==> src/rtl/spi_arbiter.sv <==
// Round-robin sequencer sharing one 16-bit SPI master between three requesters.
// Latency: req in IDLE -> spi_wrt next cycle; spi_done -> rsp_vld next cycle; GAP_CYC+2 dead cycles between transactions.
// Backpressure: requesters hold req/cmd until their rsp_vld; a stalled master is released by the watchdog with rsp_err.
module spi_arbiter #(
    parameter int GAP_CYC = 8,
    parameter int TIMEOUT = 2047
) (
    input  logic        clk,
    input  logic        rst_n,
    input  logic [2:0]  req,
    input  logic [15:0] cmd0,
    input  logic [15:0] cmd1,
    input  logic [15:0] cmd2,
    output logic [2:0]  gnt,
    output logic [2:0]  rsp_vld,
    output logic [15:0] rsp_data,
    output logic        rsp_err,
    output logic        spi_wrt,
    output logic [15:0] spi_cmd,
    input  logic        spi_done,
    input  logic [15:0] spi_rd_data
);

    typedef enum logic [2:0] {
        S_IDLE,
        S_LAUNCH,
        S_SETTLE,
        S_WAIT_DONE,
        S_RESP,
        S_GAP
    } state_t;

    localparam logic [10:0] TIMEOUT_W = 11'(TIMEOUT);
    localparam logic [7:0]  GAP_LOAD  = 8'(GAP_CYC - 1);

    state_t      state_q, state_d;
    logic [1:0]  ptr_q, ptr_d;
    logic [2:0]  gnt_q, gnt_d;
    logic [15:0] spi_cmd_q, spi_cmd_d;
    logic [15:0] rsp_data_q, rsp_data_d;
    logic        err_q, err_d;
    logic [10:0] wdog_q, wdog_d;
    logic [7:0]  gap_q, gap_d;

    logic [1:0]  sel_idx;
    logic [2:0]  cand;
    logic [10:0] wdog_inc;

    // Rotating priority search: walk down from the farthest candidate so the
    // one closest to ptr overwrites the others.
    always_comb begin
        sel_idx = ptr_q;
        cand    = 3'd0;
        for (int k = 2; k >= 0; k--) begin
            cand = {1'b0, ptr_q} + 3'(k);
            if (cand >= 3'd3) begin
                cand = cand - 3'd3;
            end
            if (req[cand[1:0]]) begin
                sel_idx = cand[1:0];
            end
        end
    end

    assign wdog_inc = wdog_q + 11'd1;

    always_ff @(posedge clk or negedge rst_n) begin
        if (!rst_n) begin
            state_q    <= S_IDLE;
            ptr_q      <= 2'd0;
            gnt_q      <= 3'b000;
            spi_cmd_q  <= 16'h0000;
            rsp_data_q <= 16'h0000;
            err_q      <= 1'b0;
            wdog_q     <= 11'd0;
            gap_q      <= 8'd0;
        end else begin
            state_q    <= state_d;
            ptr_q      <= ptr_d;
            gnt_q      <= gnt_d;
            spi_cmd_q  <= spi_cmd_d;
            rsp_data_q <= rsp_data_d;
            err_q      <= err_d;
            wdog_q     <= wdog_d;
            gap_q      <= gap_d;
        end
    end

    always_comb begin
        state_d    = state_q;
        ptr_d      = ptr_q;
        gnt_d      = gnt_q;
        spi_cmd_d  = spi_cmd_q;
        rsp_data_d = rsp_data_q;
        err_d      = err_q;
        wdog_d     = wdog_q;
        gap_d      = gap_q;
        case (state_q)
            S_IDLE: begin
                if (req != 3'b000) begin
                    gnt_d = 3'b001 << sel_idx;
                    case (sel_idx)
                        2'd1:    spi_cmd_d = cmd1;
                        2'd2:    spi_cmd_d = cmd2;
                        default: spi_cmd_d = cmd0;
                    endcase
                    state_d = S_LAUNCH;
                end
            end
            S_LAUNCH: begin
                state_d = S_SETTLE;
            end
            // The master's done still reflects the previous transaction here.
            S_SETTLE: begin
                wdog_d  = 11'd0;
                state_d = S_WAIT_DONE;
            end
            S_WAIT_DONE: begin
                wdog_d = wdog_inc;
                if (spi_done) begin
                    rsp_data_d = spi_rd_data;
                    err_d      = 1'b0;
                    state_d    = S_RESP;
                end else if (wdog_inc == TIMEOUT_W) begin
                    rsp_data_d = 16'h0000;
                    err_d      = 1'b1;
                    state_d    = S_RESP;
                end
            end
            S_RESP: begin
                if (gnt_q[0]) begin
                    ptr_d = 2'd1;
                end else if (gnt_q[1]) begin
                    ptr_d = 2'd2;
                end else begin
                    ptr_d = 2'd0;
                end
                gap_d   = GAP_LOAD;
                gnt_d   = 3'b000;
                state_d = S_GAP;
            end
            S_GAP: begin
                if (gap_q == 8'd0) begin
                    state_d = S_IDLE;
                end else begin
                    gap_d = gap_q - 8'd1;
                end
            end
            default: begin
                state_d = S_IDLE;
            end
        endcase
    end

    always_comb begin
        spi_wrt = 1'b0;
        rsp_vld = 3'b000;
        rsp_err = 1'b0;
        if (state_q == S_LAUNCH) begin
            spi_wrt = 1'b1;
        end
        if (state_q == S_RESP) begin
            rsp_vld = gnt_q;
            rsp_err = err_q;
        end
    end

    assign gnt      = gnt_q;
    assign spi_cmd  = spi_cmd_q;
    assign rsp_data = rsp_data_q;

endmodule

==> config.mk <==
export PLATFORM = sky130hd
export DESIGN_NAME = spi_arbiter
export DESIGN_NICKNAME = d
export VERILOG_FILES = /design/src/rtl/spi_arbiter.sv
export SDC_FILE = /design/constraint.sdc
export NUM_CORES = 1
export LEC_CHECK = 0
export BUFFER_PORTS_ARGS = -buffer_cell sky130_fd_sc_hd__buf_4
export CORE_UTILIZATION = 30
export DETAILED_ROUTE_END_ITERATION = 8
export PLACE_DENSITY = 0.6
export SETUP_SLACK_MARGIN = 0.2
export SLEW_MARGIN = 20
export SYNTH_ARGS = -nofsm -noshare
export SYNTH_HDL_FRONTEND = slang
export SYNTH_SLANG_ARGS = --single-unit
==> constraint.sdc <==
create_clock -name clk -period 3.56 [get_ports clk]
set_input_delay 0.712 -clock clk [delete_from_list [all_inputs] [get_ports clk]]
set_output_delay 0.712 -clock clk [all_outputs]
set_load 0.01 [all_outputs]
# Word-level counts from Yosys, hierarchy flattened
# Index checks and enable logic that the tools add are counted.
# op_classes
addsub,7
n_lt_le_gt_ge,6
n_eq_ne,12
shifts,1
n_mux,32
reduce_logical,12
# ops
operator,count
$mux W16,2
$pmux W16 S2,1
$pmux W11 S2,1
$mux W3,6
$pmux W3 S6,1
$mux W2,8
$pmux W8 S2,1
$add A11 B1 Y11 const B,1
$eq A11 B11 Y1 const B,1
$lt A2 B3 Y1 const B,3
$logic_not A8 Y1,1
$mux W8,1
$reduce_and A2 Y1,4
$reduce_bool A2 Y1,4
$sub A8 B1 Y8 const B,1
$mux W1,7
$bmux W1 S2,3
$eq A3 B2 Y1 const B,2
$eq A3 B3 Y1 const B,2
$ge A3 B2 Y1 const B,2
$ne A2 B2 Y1 const B,3
$pmux W3 S2,1
$sub A2 B2 Y2 const B,3
$add A2 B1 Y3 const B,1
10 further kinds,10
# totals
regBits,60
inputBits,70
out_inout_bits,40
word_cells,78

# Logic depth before layout (Yosys ltp)
# Gate-level depths: netlist (run 1).
# logic_depth
word_depth,11
ltp_mapped,14
mapped_depth_nobuf,12

# Least setup slack after synthesis (run 1)
# Ideal clock, no wire load.
# synth_timing
path_type,input port to flip-flop
startpoint,in req[0]
endpoint,reg spi_cmd_q[10] (netlist: spi_cmd[10])
setup_time_ns,0.083
arrival_time_ns,2.709
t_required_ns,3.477
setup_slack_ns,0.769
path_stages,12
path_buffers,2
path_cell_list,nand2b_1 a21o_1 a221oi_1 nor2_1 o311ai_0 ha_1 clkbuf_1 clkbuf_1 a22oi_1 nor2_1 a21oi_1 o21ai_0
# synth_via
elab_chain_cells,7
word_cells_on_any_way,14
classes_between,eq/ne: 2; mux: 10; reduce/logical: 2
# synth_lines
item,line_no,rtl
"start, declared",10,"input logic [2:0] req,"
$bmux W1 S2,59,if (req[cand[1:0]]) begin
$mux W1 (implied by the code),59,
$mux W2 (3 in a row),59,
$eq A2 B2 Y1 / $eq A2 B1 Y1 (equally long branches),102,case (sel_idx)
$pmux W16 S2,102,
"end signal, assigned",81,spi_cmd_q <= spi_cmd_d;
"end, declared",39,"logic [15:0] spi_cmd_q, spi_cmd_d;"
# Several ways; a longest one is shown, not always the timed one. The select of a mux whose other input is x is not followed.
# A chain may end at the register's enable or synchronous reset.

# Final worst setup path (run 1)
# layout_timing
startpoint,reg ptr_q[0]
endpoint,reg spi_cmd_q[2] (netlist: spi_cmd[2])
# layout_via
elab_chain_cells,10
word_cells_on_any_way,23
classes_between,add/sub: 5; order compare: 3; eq/ne: 2; mux: 13
# layout_lines
item,line_no,rtl
"start, declared",37,"logic [1:0] ptr_q, ptr_d;"
"start signal, assigned",79,ptr_q <= ptr_d;
$add A2 B2 Y3,55,"cand = {1'b0, ptr_q} + 3'(k);"
$ge A3 B2 Y1 / $sub A2 B2 Y2 (equally long branches),"56, 57",
$mux W2,56,if (cand >= 3'd3) begin
$bmux W1 S2,59,
$mux W1 (implied by the code),59,
$mux W2 (2 in a row),59,
$mux W2 *,59,
$eq A2 B2 Y1 / $eq A2 B1 Y1 (equally long branches),102,
$pmux W16 S2 *,102,
# Mark *: on every way between the ends. The rest lies on a longest branch, timed or not. The select of a mux whose other input is x is not followed.

==> flow_summary.ini, run 1 <==
[global_routing]
grt_first_pass_wirelength_um = 14600
grt_pass1_vias = 3071
overflow = 0
grt_max_degree = 61
track_usage = 0.156
antenna_found_initial = 0

[yosys]
synth_flop_cell = dfrtp_1
async_flop_share = 1.00
synth_nets = 472
syn_area_per_cell_um2 = 8.92
synth_seq_area_share = 0.429
syn_area_um2 = 3500
yosys_register_bits = 60
synth_cell_types = 56
synth_edf_count = 0
synthCells = 392
ys_warn_count = 0

[routing]
drt_pass1_iterations = 4
wl_per_cell_um = 13.6
vias = 3189
drc = 0
first_iter_violations = 156
viasPerCell = 4.98
route.final.wire_length_um = 8730
ant_nets = 0

[floorplanning]
io-pin-count = 110
die_h_um = 110
dieArea_um2 = 12100
die_w_um = 110
core_um2 = 11400
row_count = 39
start_util = 0.308

[clocking]
cts_buffers = 9
clock_latency_ns = 0.33
clk_pin_slew_ns = 0.05
cts_root_buf = clkbuf_16
cts_tree = yes
cts-htree-levels = 3
clock_path_buffers = 2
clock-sinks = 60
post_cts_buffers = 0

[setup_path]
cp.required_ns = 3.80
crit_path_end_kind = flop
worst_path_max_delay_cell = ha_2
reg2reg_from = ptr_q[0]$_DFFE_PN0P_
path_depth = 12
path_cells = inv_1 -> ha_1 -> nor2b_1 -> o21ai_0 -> a221oi_1 -> nor2_1 -> o311ai_0 -> ha_2 -> a22oi_1 -> nor2_1 -> a21oi_1 -> o21ai_0
start_kind = flop
worstRegToRegCells = 12
cp-startpoint = ptr_q[0]$_DFFE_PN0P_
max_stage_delay_ns = 0.50
cp.arrival_ns = 3.24
path_delay_family = compound AO/OA/AOI/OAI gates
cp.buffers_inverters = 1
worstSetupPathType = flop to flop
cp_max_fo = 17

[timing]
maxSlewViolCount = 0
slew_headroom = 0.481
tns_ns = 0
hold_violations = 0
grt_setup_unrepaired = false
fmax_mhz = 334
setup_viol = 0
fin_worst_skew_ns = 0.00801
worst_pin_slew_ns = 0.778
period_share = 0.841
finalCriticalPeriod_ns = 2.99

[power_and_ir_drop]
pwr-share-seq = 0.303
switchingPower_w = 0.00167
pwr-share-clk = 0.219
vdd_ir_drop_max_mv = 0.308
swShare = 0.408
pwr_density_cell_nw_per_um2 = 863
p_leak_nw = 2.24
combinationalPowerShare = 0.478
power_w = 0.00409
power.internal_w = 0.00242

[finish]
mostFrequentLayoutCell = buf_4
drive_above_1_share = 0.308
nFillCells = 1161
antenna_cells = 0
nets = 573
layout_common_cells = 114 x buf_4, 60 x dfrtp_1, 39 x o21ai_0, 33 x nor2_1
area_growth_pct = 35.6

[worst_hold_path]
hp-class = input pin to asynchronous set/reset pin

[place]
hpwl_um = 6190
numPortBuffers = 109
routabilityCongestion = 0.756

[outcome]
status = finished clean

[flow_run]
max_cap_viol_count = 0
==> synthesized netlist by cell type, drive strengths merged, types with 4 or more instances <==
| library cell | n | area share |
|---|---|---|
| a22oi | 32 | 0.069 |
| nand3 | 11 | 0.017 |
| a21oi | 22 | 0.031 |
| nand2b | 6 | 0.011 |
| a22o | 8 | 0.020 |
| a21o | 5 | 0.011 |
| o21ai | 50 | 0.082 |
| ha | 10 | 0.036 |
| xor2 | 4 | 0.010 |
| inv | 28 | 0.030 |
| dfrtp | 60 | 0.43 |
| clkbuf | 21 | 0.023 |
| nor2 | 34 | 0.037 |
| and3 | 5 | 0.0089 |
| nor3 | 9 | 0.014 |
| nor2b | 7 | 0.013 |
| nand2 | 32 | 0.034 |
==> power by group through the flow <==
stage / sequential, W / combinational (W) / clock [W]
finish: 0.00124 / 0.00196 / 0.000895
global route: 0.00129 / 0.00222 / 0.000957
CTS: 0.00124 / 0.00197 / 0.000920
detailed placement: 0.00124 / 0.00197 / 0
global placement: 0.00124 / 0.00192 / 0
floorplan: 0.00121 / 0.00133 / 0
==> per-layer routing <==
metal	part of all wire	global-route usage	up-vias
li1	-	-	1601
met1	0.46	0.203	1517
met2	0.48	0.247	59
met3	0.041	0.0385	12
met4	0.016	0.0648	0
met5	0	0	-
==> final cells by class <==
class / count / area, um2 / share of cell area
sequential: 60 / 1500 / 0.317
inverter: 28 / 105 / 0.0222
clock inverter: 6 / 80.1 / 0.0169
timing repair buffer: 114 / 856 / 0.180
tap: 143 / 179 / 0.0377
clock buffer: 9 / 225 / 0.0475
multi-input combinational: 280 / 1800 / 0.379
==> final timing paths <==
check                                          endpoint  slack (ns)
worst min-delay path            rsp_data[7]$_DFFE_PN0P_        0.48
worst max register to register   spi_cmd[2]$_DFFE_PN0P_        0.57
worst max-delay path             spi_cmd[2]$_DFFE_PN0P_        0.57
max in group asynchronous        spi_cmd[7]$_DFFE_PN0P_        2.59
min in group clk                spi_cmd[15]$_DFFE_PN0P_        0.48
worst min register to register  spi_cmd[15]$_DFFE_PN0P_        0.48
==> cells by family (layout without fill, tap and decap cells) <==
logic type,Yosys count,after routing,synth area share
compound gates,135,135,0.267
simple gates,124,124,0.179
fa+ha+maj,10,10,0.0358
xor+xnor,5,5,0.0125
mux,6,6,0.0182
flops,60,60,0.429
buf+inv,52,157,0.0587
==> sequential cells by signal, indices dropped and copies added (netlist names) <==
name,count
wdog_q,11
ptr_q,2
err_q,1
gap_q,8
spi_cmd,16
state_q,3
gnt,3
rsp_data,16
==> timing repair <==
| action | in CTS | in global routing |
|---|---|---|
| hold buffers | 0 | 0 |
| setup endpoints to repair | 0 | 16 |
| resized for setup | 0 | 2 |
==> through the flow <==
| step | util | cell area [um2] | hold slack, ns | std cells | worst slack, ns |
|---|---|---|---|---|---|
| after floorplan | - | 3500 | 0.416 | 392 | 0.769 |
| after global placement | 0.390 | 4430 | 0.466 | 625 | 0.505 |
| after detailed placement | 0.390 | 4430 | 0.478 | 625 | 0.404 |
| after CTS | 0.417 | 4740 | 0.489 | 640 | 0.431 |
| after global routing | 0.417 | 4740 | 0.512 | 640 | 0.187 |
| final | 0.417 | 4740 | 0.475 | 640 | 0.567 |
Power figures use the tool's default switching activity.
==> inputs of run 2 (changes only) <==
--- a/config.mk
+++ b/config.mk
@@ -5,10 +5,11 @@
 export SDC_FILE = /design/constraint.sdc
 export NUM_CORES = 1
 export LEC_CHECK = 0
+export ABC_AREA = 1
 export BUFFER_PORTS_ARGS = -buffer_cell sky130_fd_sc_hd__buf_4
 export CORE_UTILIZATION = 30
 export DETAILED_ROUTE_END_ITERATION = 8
-export PLACE_DENSITY = 0.6
+export PLACE_DENSITY = 0.62
 export SETUP_SLACK_MARGIN = 0.2
 export SLEW_MARGIN = 20
 export SYNTH_ARGS = -nofsm -noshare
==> constraint.sdc (replaced) <==
create_clock -name clk -period 2.7 [get_ports clk]
set_input_delay 0.54 -clock clk [delete_from_list [all_inputs] [get_ports clk]]
set_output_delay 0.54 -clock clk [all_outputs]
set_load 0.01 [all_outputs]
==> run 2 against run 1 <==
Effect of this change: cell count rose by 6.9%; highest routed layer unchanged; hold slack got worse by 0.19 ns; maximum frequency rose by 28%; combinational power rose by 52%; first-iteration DRC count fell by 28%; wire length fell by 2.8%; critical endpoint is now spi_cmd[10]$_DFFE_PN0P_; critical path depth rose by 2; sequential share of layout area rose by 1.1 points; largest cell class unchanged; via count fell by 1.9%; worst setup slack got worse by 0.20 ns; non-clock buffer count rose by 7; count of clock-buffer cells in the layout rose by 1.
==> flow_summary.ini, run 2 <==
[outcome]
status = finished clean

[clocking]
clock-sinks = 60
clk_pin_slew_ns = 0.07
clock_path_buffers = 2
clock_latency_ns = 0.33
cts_tree = yes
hold_buffers = 0
cts-htree-levels = 3
cts_root_buf = clkbuf_8
cts_buffers = 9

[timing]
maxSlewViolCount = 0
hold_violations = 0
slew_headroom = 0.479
setup_viol = 0
finalCriticalPeriod_ns = 2.34
worst_pin_slew_ns = 0.782
grt_setup_unrepaired = true
fin_worst_skew_ns = 0.00583
fmax_mhz = 428
period_share = 0.866

[place]
numPortBuffers = 109
hpwl_um = 6140
dp_cells = 660
routabilityCongestion = 0.839

[setup_path]
path_delay_family = compound AO/OA/AOI/OAI gates
worst_path_max_delay_cell = dfrtp_2
cp_max_fo = 6
max_stage_delay_ns = 0.45
path_cells = inv_1 -> ha_2 -> inv_1 -> a31oi_2 -> nand3_1 -> nand2_1 -> nand2_1 -> o21ai_2 -> inv_2 -> ha_4 -> buf_12 -> a22o_1 -> o21ai_2 -> o21ai_1
cp.arrival_ns = 2.55
cp.required_ns = 2.91
cp.buffers_inverters = 4
start_kind = flop
crit_path_end_kind = flop
worstSetupPathType = flop to flop

[finish]
area_growth_pct = 41.1
layout_common_cells = 130 x nand2_1, 117 x buf_4, 59 x dfrtp_1, 49 x nor2_1
mostFrequentLayoutCell = nand2_1
antenna_cells = 0
nets = 623
nFillCells = 1065
stdcell_count = 684
drive_above_1_share = 0.297

[floorplanning]
die_h_um = 106
start_util = 0.312
io-pin-count = 110
row_count = 37
die_w_um = 106
dieArea_um2 = 11300
core_um2 = 10400

[flow_run]
max_cap_viol_count = 0

[global_routing]
grt_pass1_vias = 3051
grt_first_pass_wirelength_um = 13700
overflow = 0
grt_max_degree = 61
track_usage = 0.154
antenna_found_initial = 0

[routing]
met2_length_um = 4170
dr.max_layer_used = met4
wl_per_cell_um = 12.4
wirelength_met1_um = 3720
viasPerCell = 4.58
ant_nets = 0
drt_pass1_iterations = 4
drc = 0
first_iter_violations = 112
route.final.wire_length_um = 8490
vias = 3130
dr_wl_met3_um = 486

[yosys]
synth_edf_count = 0
yosysTopAreaCell = dfrtp_1
synth_seq_area_share = 0.462
async_flop_share = 1.00
synth_cell_types = 26
synth_most_common_cell = nand2_1
synth_flop_cell = dfrtp_1
yosys-top-cells-count = 130 x nand2_1, 60 x dfrtp_1, 57 x o21ai_0, 49 x nor2_1, 42 x inv_1
synthCells = 422
ys_warn_count = 0
synth_top_area_frac = 0.462
synth.area.top_cells = dfrtp_1 46%, nand2_1 15%, o21ai_0 8.8%
syn_area_um2 = 3250
synth_nets = 502
syn_area_per_cell_um2 = 7.71
yosys_register_bits = 60

[power_and_ir_drop]
p_leak_nw = 2.29
pwr_density_cell_nw_per_um2 = 1150
power_w = 0.00527
vdd_ir_drop_max_mv = 0.813

[worst_hold_path]
hp-class = input pin to asynchronous set/reset pin
==> run 2: changes by cell type after synthesis, moves of 6 or more <==
cell | previous run | this run
a22oi_1 | 32 | 0
o21ai_0 | 39 | 57
inv_1 | 28 | 42
nand2b_1 | 6 | 0
a21oi_1 | 22 | 4
nor2b_1 | 7 | 0
o21ai_2 | 10 | 0
clkbuf_1 | 21 | 7
nand3_1 | 10 | 16
a22o_1 | 8 | 17
nor2_1 | 33 | 49
nand2_1 | 32 | 130
==> run 2: logic make-up after synthesis <==
kind of cell	count (synthesis)	share of synthesized area
AOI/OAI and AO/OA	88	0.163
DFF	60	0.462
adders and majority gates	10	0.0385
and+or+nand+nor	207	0.260
buffers and inverters	53	0.0654
xor gates and xnor gates	4	0.0108
==> run 2: power breakdown <==
group / internal [W] / total (W) / switching [W] / leakage (nW)
Clock: 0.000449 / 0.000816 / 0.000367 / 0.0983
Sequential: 0.00125 / 0.00149 / 0.000237 / 0.766
Combinational: 0.00134 / 0.00297 / 0.00163 / 1.43
Total: 0.00304 / 0.00527 / 0.00223 / 2.29
==> run 2: stage by stage <==
step | hold slack [ns] | setup WS, ns | setup TNS (ns) | util | instance area (um2)
after floorplan | 0.244 | 0.265 | 0 | - | 3260
after global placement | 0.459 | 0.0535 | 0 | 0.405 | 4220
after detailed placement | 0.464 | -0.153 | -1.06 | 0.405 | 4220
after CTS | 0.308 | 0.210 | 0 | 0.430 | 4480
after global routing | 0.345 | 0.194 | 0 | 0.440 | 4590
final | 0.290 | 0.362 | 0 | 0.440 | 4590
==> run 2: what timing repair did <==
item,in CTS,in global routing
gates resized for setup,8,31
buffers inserted,3,5
pin swaps,2,3
setup endpoints to repair,16,17
==> run 2: routing by layer <==
metal  global-route usage  vias to the layer above
li1                     -                     1607
met1                0.181                     1433
met2                0.268                       83
met3               0.0497                        7
met4               0.0417                        0
met5                    0                        -
==> run 2: cell type report <==
cell class | count | area [um2] | area share
multi-input cells | 309 | 1610 | 0.352
flip-flops and latches | 60 | 1500 | 0.328
repair buffers | 121 | 941 | 0.205
well taps | 136 | 170 | 0.0371
inverters | 42 | 158 | 0.0344
clock buffers | 10 | 138 | 0.0300
clock inverters | 6 | 63.8 | 0.0139
==> run 2: final timing paths <==
check,startpoint,endpoint,slack (ns),depth (start not counted)
max,ptr_q[1]$_DFFE_PN0P_,spi_cmd[10]$_DFFE_PN0P_,0.36,14
min,rst_n,state_q[0]$_DFFE_PN0P_,0.29,1
max reg2reg,ptr_q[1]$_DFFE_PN0P_,spi_cmd[10]$_DFFE_PN0P_,0.36,14
min reg2reg,rsp_data[10]$_DFFE_PN0P_,rsp_data[10]$_DFFE_PN0P_,0.48,2
max in group asynchronous,rst_n,ptr_q[1]$_DFFE_PN0P_,1.86,1
min in group clk,spi_rd_data[2],rsp_data[2]$_DFFE_PN0P_,0.41,3
==> inputs of run 3 (changes only) <==
--- a/config.mk
+++ b/config.mk
@@ -8,8 +8,10 @@
 export ABC_AREA = 1
 export BUFFER_PORTS_ARGS = -buffer_cell sky130_fd_sc_hd__buf_4
 export CORE_UTILIZATION = 30
+export CTS_CLUSTER_SIZE = 28
 export DETAILED_ROUTE_END_ITERATION = 8
 export PLACE_DENSITY = 0.62
+export RECOVER_POWER = 25
 export SETUP_SLACK_MARGIN = 0.2
 export SLEW_MARGIN = 20
 export SYNTH_ARGS = -nofsm -noshare
==> constraint.sdc (replaced) <==
create_clock -name clk -period 2.7 [get_ports clk]
set_input_delay 0.54 -clock clk [delete_from_list [all_inputs] [get_ports clk]]
set_output_delay 0.54 -clock clk [all_outputs]
set_load 0.05 [all_outputs]
==> run 3 against run 2 <==
Effect of this change: maximum frequency unchanged; critical endpoint unchanged; global-route usage unchanged; the run now ends with capacitance limit, slew limit left; worst setup slack unchanged; design area about the same; sequential cell count unchanged.
==> flow_summary.ini, run 3 (synthesis results as in run 2) <==
[power_and_ir_drop]
pwr_density_cell_nw_per_um2 = 1320
p_leak_nw = 2.29
vdd_ir_drop_max_mv = 0.907

[routing]
drc = 0
ant_nets = 0
drt_pass1_iterations = 4
route.final.wire_length_um = 8490
wl_per_cell_um = 12.4
first_iter_violations = 112
viasPerCell = 4.58
vias = 3130

[timing]
fin_ws_ns = 0.362
setup_viol = 0
grt_setup_unrepaired = true
slew_headroom = -0.0240
worst_pin_slew_ns = 1.54
maxSlewViolCount = 61
period_share = 0.866
finalCriticalPeriod_ns = 2.34
hold_violations = 0
fin_worst_skew_ns = 0.00583
fmax_mhz = 428

[outcome]
status = finished, violations left
violations = capacitance limit, slew limit

[clocking]
clock-sinks = 60
clock_path_buffers = 2
clk_pin_slew_ns = 0.07
cts_buffers = 9
cts-htree-levels = 3
clock_latency_ns = 0.33
cts_root_buf = clkbuf_8
cts_tree = yes

[finish]
nets = 623
final_cell_area_um2 = 4580
mostFrequentLayoutCell = nand2_1
area_growth_pct = 41.0
final_core_util = 0.440
antenna_cells = 0
drive_above_1_share = 0.297
layout_common_cells = 130 x nand2_1, 116 x buf_4, 59 x dfrtp_1, 49 x nor2_1

[place]
hpwl_um = 6140
dpl_cell_area_um2 = 4220
routabilityCongestion = 0.839
numPortBuffers = 109
dpl_worst_slack_ns = -0.153

[setup_path]
crit_path_end_kind = flop
cp_max_fo = 6
start_kind = flop
worstSetupPathType = flop to flop
rr_endpoint = spi_cmd[10]$_DFFE_PN0P_
cp-startpoint = ptr_q[1]$_DFFE_PN0P_
reg2reg_from = ptr_q[1]$_DFFE_PN0P_
worstRegToRegCells = 14
reg2reg_slack_ns = 0.36
cp.required_ns = 2.91
cp.arrival_ns = 2.55

[worst_hold_path]
hp-start = spi_rd_data[2]
hp-class = input pin to flop
min_to = rsp_data[2]$_DFFE_PN0P_
hold_path_depth = 3

[floorplanning]
core_um2 = 10400
die_w_um = 106
row_count = 37
dieArea_um2 = 11300
start_util = 0.312
io-pin-count = 110
die_h_um = 106

[global_routing]
grt_pass1_vias = 3051
grt_max_degree = 61
antenna_found_initial = 0
overflow = 0
track_usage = 0.154
grt_first_pass_wirelength_um = 13700

[flow_run]
max_cap_viol_count = 1
[run 3: changes by cell type in the layout (fill, tap and decap cells not counted), sizes merged]
cell	delta
clkbuf	+1
buf	-1
[run 3: metal layers]
layer,part of all wire,track usage,vias to the layer above
met4,0.012,0.0417,0
li1,-,-,1607
met2,0.49,0.268,83
met5,0,0,-
met3,0.057,0.0497,7
met1,0.44,0.181,1433
[run 3: worst max path at each step]
stage,to
floorplan,spi_cmd[10]$_DFFE_PN0P_
global placement,spi_cmd[10]$_DFFE_PN0P_
detailed placement,spi_cmd[10]$_DFFE_PN0P_
CTS,spi_cmd[7]$_DFFE_PN0P_
global route,spi_cmd[8]$_DFFE_PN0P_
finish,spi_cmd[10]$_DFFE_PN0P_
[run 3: worst max-delay path, cell delays in order, from the launching register on]
cell	delay [ns]
dfrtp_2	0.45
inv_1	0.11
ha_2	0.24
inv_1	0.10
a31oi_2	0.20
nand3_1	0.10
nand2_1	0.07
nand2_1	0.05
o21ai_2	0.09
inv_2	0.07
ha_4	0.19
buf_12	0.13
a22o_1	0.18
o21ai_2	0.14
o21ai_1	0.08
[run 3: metrics by stage]
stage	std cells	hold slack (ns)	setup TNS [ns]	total power (W)
6_report	684	0.408	0	0.00607
2_1_floorplan	422	0.244	0	0.00382
5_1_grt	684	0.396	0	0.00652
3_3_place_gp	660	0.459	0	0.00477
3_5_place_dp	660	0.464	-1.06	0.00481
4_1_cts	679	0.308	0	0.00580
[run 3: area by class of cell]
cell class	count	area, um2
Sequential cell	60	1500
Inverter	42	158
Tap cell	136	170
Fill cell	1064	5830
Clock buffer	10	138
Multi-Input combinational cell	309	1610
Clock inverter	6	63.8
Timing Repair Buffer	121	938
[run 3: power breakdown]
group / switching, W / leakage [nW] / internal (W)
clock network: 0.000367 / 0.0983 / 0.000449
logic: 0.00241 / 1.42 / 0.00136
registers: 0.000237 / 0.766 / 0.00125
[run 3: what timing repair did]
item,in CTS,in global routing
setup buffers,3,5
pin swaps,2,3
gates resized for setup,8,31
setup endpoints to repair,16,17
hold buffers,0,0
gates cloned,0,0
